**src/rtl/ram_dp_param.sv**
```systemverilog
// Simple dual-port synchronous RAM: byte-masked write port, registered read port,
// selectable read-during-write behaviour, optional output register and post-reset clear.
module ram_dp_param #(
  parameter int DATA_WIDTH = 16,
  parameter int ADDR_WIDTH = 6,
  parameter int RD_MODE    = 0,
  parameter int OUT_REG    = 0
) (
  input  logic                      clk,
  input  logic                      reset,
  input  logic                      wr_enable,
  input  logic [ADDR_WIDTH-1:0]     wr_adress,
  input  logic [DATA_WIDTH/8-1:0]   wr_byte_en,
  input  logic [DATA_WIDTH-1:0]     data_in,
  input  logic                      rd_enable,
  input  logic [ADDR_WIDTH-1:0]     rd_adress,
  output logic [DATA_WIDTH-1:0]     data_out,
  output logic                      rd_valid,
  output logic                      init_busy
);

  localparam int DEPTH = 2**ADDR_WIDTH;
  localparam int BYTES = DATA_WIDTH/8;

  typedef enum logic {ST_INIT, ST_RUN} state_t;

  state_t                  state, state_nxt;
  logic [ADDR_WIDTH-1:0]   init_cnt;
  logic                    init_last;
  logic                    run;
  logic                    wr_run_p0;
  logic                    rd_run_p0;
  logic [DATA_WIDTH-1:0]   rd_word_p0;
  logic [DATA_WIDTH-1:0]   rd_data_p1;
  logic                    vld_p1;
  logic [DATA_WIDTH-1:0]   mem [DEPTH];

  function automatic logic [DATA_WIDTH-1:0] merge_bytes(
    input logic [DATA_WIDTH-1:0] old_w,
    input logic [DATA_WIDTH-1:0] new_w,
    input logic [BYTES-1:0]      be
  );
    merge_bytes = old_w;
    for (int k = 0; k < BYTES; k++)
      if (be[k]) merge_bytes[8*k +: 8] = new_w[8*k +: 8];
  endfunction

  assign init_last = (init_cnt == ADDR_WIDTH'(DEPTH-1));

  always_ff @(posedge clk or negedge reset) begin
    if (!reset) state <= ST_INIT;
    else        state <= state_nxt;
  end

  always_comb begin
    state_nxt = state;
    case (state)
      ST_INIT: if (init_last) state_nxt = ST_RUN;
      ST_RUN:  state_nxt = ST_RUN;
      default: state_nxt = ST_INIT;
    endcase
  end

  always_comb begin
    init_busy = 1'b0;
    run       = 1'b0;
    case (state)
      ST_INIT: init_busy = 1'b1;
      ST_RUN:  run       = 1'b1;
      default: init_busy = 1'b1;
    endcase
  end

  always_ff @(posedge clk or negedge reset) begin
    if (!reset)         init_cnt <= '0;
    else if (init_busy) init_cnt <= init_cnt + ADDR_WIDTH'(1);
  end

  // ---- stage p0: request qualification and array access ----
  assign wr_run_p0 = run & wr_enable;
  assign rd_run_p0 = run & rd_enable;

  always_ff @(posedge clk) begin
    if (init_busy) begin
      mem[init_cnt] <= '0;
    end else if (wr_run_p0) begin
      for (int k = 0; k < BYTES; k++)
        if (wr_byte_en[k]) mem[wr_adress][8*k +: 8] <= data_in[8*k +: 8];
    end
  end

  // Write-first forwards the merged word; read-first relies on the array's pre-edge value.
  always_comb begin
    rd_word_p0 = mem[rd_adress];
    if (RD_MODE != 0 && wr_run_p0 && (wr_adress == rd_adress))
      rd_word_p0 = merge_bytes(mem[rd_adress], data_in, wr_byte_en);
  end

  // ---- stage p1: registered read data ----
  always_ff @(posedge clk or negedge reset) begin
    if (!reset) begin
      rd_data_p1 <= '0;
      vld_p1     <= 1'b0;
    end else begin
      vld_p1 <= rd_run_p0;
      if (rd_run_p0) rd_data_p1 <= rd_word_p0;
    end
  end

  // ---- stage p2: optional output register ----
  generate
    if (OUT_REG != 0) begin : g_out_reg
      logic [DATA_WIDTH-1:0] rd_data_p2;
      logic                  vld_p2;

      always_ff @(posedge clk or negedge reset) begin
        if (!reset) begin
          rd_data_p2 <= '0;
          vld_p2     <= 1'b0;
        end else begin
          vld_p2 <= vld_p1;
          if (vld_p1) rd_data_p2 <= rd_data_p1;
        end
      end

      assign data_out = rd_data_p2;
      assign rd_valid = vld_p2;
    end else begin : g_no_out_reg
      assign data_out = rd_data_p1;
      assign rd_valid = vld_p1;
    end
  endgenerate

endmodule

```
**config.mk**
```make
export PLATFORM = sky130hd
export DESIGN_NAME = ram_dp_param
export DESIGN_NICKNAME = d
export VERILOG_FILES = /design/src/rtl/ram_dp_param.sv
export SDC_FILE = /design/constraint.sdc
export NUM_CORES = 1
export LEC_CHECK = 0
export CORE_ASPECT_RATIO = 0.9
export CORE_MARGIN = 8
export CORE_UTILIZATION = 40
export DETAILED_ROUTE_END_ITERATION = 12
export GPL_TIMING_DRIVEN = 0
export PLACE_DENSITY = 0.58
export SYNTH_ARGS = -nofsm -noshare
export SYNTH_HDL_FRONTEND = slang
export SYNTH_SLANG_ARGS = --single-unit
export TNS_END_PERCENT = 20
```
**constraint.sdc**
```tcl
create_clock -name clk -period 7.49 [get_ports clk]
set_clock_uncertainty 0.2 [all_clocks]
set_input_delay 1.1235 -clock clk [delete_from_list [all_inputs] [get_ports clk]]
set_output_delay 1.1235 -clock clk [all_outputs]
set_load 0.05 [all_outputs]
```
==> parameters.txt <==
Parameter                              Value

STA
  Min Tclk post-route ... 4.30 ns
  Final number of hold-violating endpoints ... 0
  Setup repair after global routing missed its margin ... no
  Final count of pins violating max slew ... 0
  Setup-violating endpoint count in the final report ... 0
  Slew at the pin with the worst max-slew slack ... 1.00 ns
  Fin crit share ... 0.574
  Fmax ... 0.233 GHz
  Normalized max-slew margin ... 0.333
  Summed negative setup slack over all endpoints ... 0 ns

Routing
  DRC violations left ... 0
  Detailed Route WL ... 106000 um
  DR vias/cell ... 5.66
  DR WL/cell ... 29.2 um
  Number of DRC markers in iteration 0 ... 2584
  Via count ... 20600
  Antenna Nets Post-Route ... 0
  First-pass detailed-route iteration total ... 5

Clock tree
  Number of buffers inserted by hold repair at cts ... 0
  Clock tree sinks ... 1048
  Number of buffers inserted to repair setup after CTS ... 0
  Clk pin slew, worst setup/hold paths ... 0.06 ns
  Number of buffers created by CTS ... 106
  CTS tree ... built
  Number of levels the H-tree was split into ... 3
  CTS root buf ... clkbuf_16
  Clk buf depth ... 3
  Clock insertion delay at the later pin of the skew report ... 0.68 ns
  Total of cells resized after clock tree synthesis ... 0

Critical path
  Register-to-register setup slack ... 3.68 ns
  Capturing point of the worst reg2reg path ... mem[12][1]
  Worst Reg-to-Reg Cells ... 9
  Launch point of the worst reg-to-reg path ... state
  Kind of critical path ... input pin to register
  Endpoint class of the critical path ... register
  Data arrival at the endpoint of the critical path ... 4.38 ns
  Startpoint Class ... input pin
  Crit path required time ... 7.58 ns
  Worst-path fanout max ... 10

Power
  Power density relative to cell area ... 256 nW/um^2
  Static leakage power ... 12.5 nW
  Total chip power ... 0.0120 W
  Max VDD drop ... 0.182 mV

Synth
  Post-synthesis average cell area ... 20.3 sq um
  Count of unique library cells instantiated by Yosys ... 39
  Share of synthesized flip-flops with an asynchronous set or reset ... 0.0229
  Total nets after synthesis ... 2050
  Synthesis warning total ... 0
  Most frequently used flop master after synthesis ... edfxtp_1
  Post-synth EDFFs ... 1024
  Cell area after technology mapping ... 40800 sq um
  Synth Register Bits ... 1048
  Seq/Total Area, Yosys ... 0.768
  Cell count after synthesis ... 2015

Place
  IO buf count ... 48
  Routability congestion estimate ... 0.827
  Post-DP HPWL ... 73200 um

Global routing
  Total grt overflow ... 0
  Largest net degree at the start of global routing ... 52
  Vias in the first global route ... 20900
  Total global-route track usage ... 0.185
  Wire length of the first global-routing pass ... 151000 um
  Number of antenna violations at the first check in global routing ... 4

Floorplan
  Die outline area ... 113000 sq um
  Die boundary width ... 353 um
  Effective utilization at floorplan ... 0.402
  Placeable core region ... 102000 sq um
  Placement Rows ... 111
  Ports ... 52
  Die outline height ... 319 um

Finish
  Count of filler cells inserted in the layout ... 8409
  Commonest non-fill, non-tap cells in the layout ... edfxtp_1 (1024), mux4_2 (192), mux2i_1 (152), nor2_1 (137), clkbuf_16 (109)
  Commonest non-fill, non-tap cell in the layout ... edfxtp_1
  Count of nets after finishing ... 2222
  Fraction of final layout cells sized beyond drive strength 1 ... 0.213
  Synthesis-to-layout area growth ... 14.8%

Outcome
  Outcome ... completed

Worst hold path
  Class of the worst hold path ... input pin to asynchronous set/reset pin

Flow run
  Number of maximum-capacitance violations ... 0
==> cells by family (layout without fill, tap and decap cells) <==
group	Yosys count	count (layout)	synth area share
AO/OA/AOI/OAI	178	178	0.0329
adder cells (fa/ha/maj)	1	1	0.000306
other	0	1	0
buffers and inverters	136	399	0.0179
XOR/XNOR	5	5	0.00107
flip-flops	1048	1048	0.768
multiplexers	348	348	0.144
AND/OR/NAND/NOR	299	299	0.0358
==> power breakdown <==
group          internal [W]  switching (W)  leakage (nW)
registers           0.00633              0          7.45
clock network       0.00311        0.00225          1.73
logic              0.000105       0.000203          3.32
total               0.00955        0.00245          12.5
==> registers in the layout (all words and copies together), names as in the netlist <==
register / cells
init_cnt: 6
mem: 1024
state: 1
data_out: 16
rd_valid: 1
==> layer usage <==
| layer | share of wire | GRT usage | vias to the layer above |
|---|---|---|---|
| met5 | 0 | 0 | - |
| met4 | 0.021 | 0.0476 | 0 |
| met3 | 0.11 | 0.0575 | 129 |
| met2 | 0.43 | 0.266 | 934 |
| met1 | 0.44 | 0.273 | 10900 |
| li1 | - | - | 8656 |
==> through the flow <==
step / worst slack (ns) / hold WS [ns] / instances / instance area (sq um) / util
floorplan: 4.19 / 0.284 / 2015 / 40800 / -
global placement: 2.33 / 0.298 / 3419 / 43000 / 0.424
detailed placement: 2.51 / 0.322 / 3435 / 43400 / 0.427
CTS: 3.21 / 0.336 / 3634 / 46900 / 0.462
global route: 3.03 / 0.301 / 3634 / 46900 / 0.462
finish: 3.19 / 0.271 / 3635 / 46900 / 0.462
==> critical path: stages <==
cell             delay (ns)
clkdlybuf4s50_1        0.54
o211a_1                0.17
buf_4                  0.18
mux2i_2                0.58
nand2b_1               0.11
buf_2                  0.27
nand2b_1               0.19
clkbuf_1               0.41
nor2_1                 0.79
==> worst max path at each step <==
stage                     cells past startpoint  slack [ns]           to     startpoint
after global placement                        5        2.33  mem[18][13]      wr_enable
after detailed placement                      9        2.51   mem[12][3]      wr_enable
final                                         9        3.19   mem[12][1]      wr_enable
after global routing                          9        3.03   mem[24][1]      wr_enable
after floorplan                               8        4.19   mem[41][0]  wr_byte_en[0]
after CTS                                     9        3.21   mem[12][7]      wr_enable
==> layout make-up <==
class	instances	area, sq um	area share
Sequential cell	1048	31400	0.669
Clock buffer	120	2770	0.0591
Inverter	2	7.51	0.000160
Multi-Input combinational cell	831	8780	0.187
Timing Repair Buffer	64	803	0.0171
Tap cell	1356	1700	0.0362
Clock inverter	79	761	0.0162
Buffer	134	722	0.0154
Antenna cell	1	2.50	0.0000534
==> synthesized netlist by cell type (2+ instances only) <==
cell / n / area share
edfxtp_1: 1024 / 0.75
mux4_2: 192 / 0.11
mux2i_1: 152 / 0.037
nor2_1: 137 / 0.013
a22oi_1: 96 / 0.018
buf_2: 64 / 0.0078
clkbuf_1: 39 / 0.0036
nand3_1: 35 / 0.0043
o22ai_1: 32 / 0.0049
a211oi_1: 30 / 0.0055
nor2b_1: 26 / 0.0040
dfrtp_1: 24 / 0.015
nand2b_1: 22 / 0.0034
nand4_1: 18 / 0.0028
and2_1: 17 / 0.0026
buf_4: 17 / 0.0031
a221o_1: 16 / 0.0039
or3_1: 16 / 0.0025
nand2_1: 15 / 0.0014
buf_6: 10 / 0.0028
or2_1: 6 / 0.00092
buf_1: 4 / 0.00037
xnor2_1: 4 / 0.00086
inv_1: 2 / 0.00018
mux2_2: 2 / 0.00055
mux2i_2: 2 / 0.00067
No activity file was read; power rests on OpenSTA's default activity.
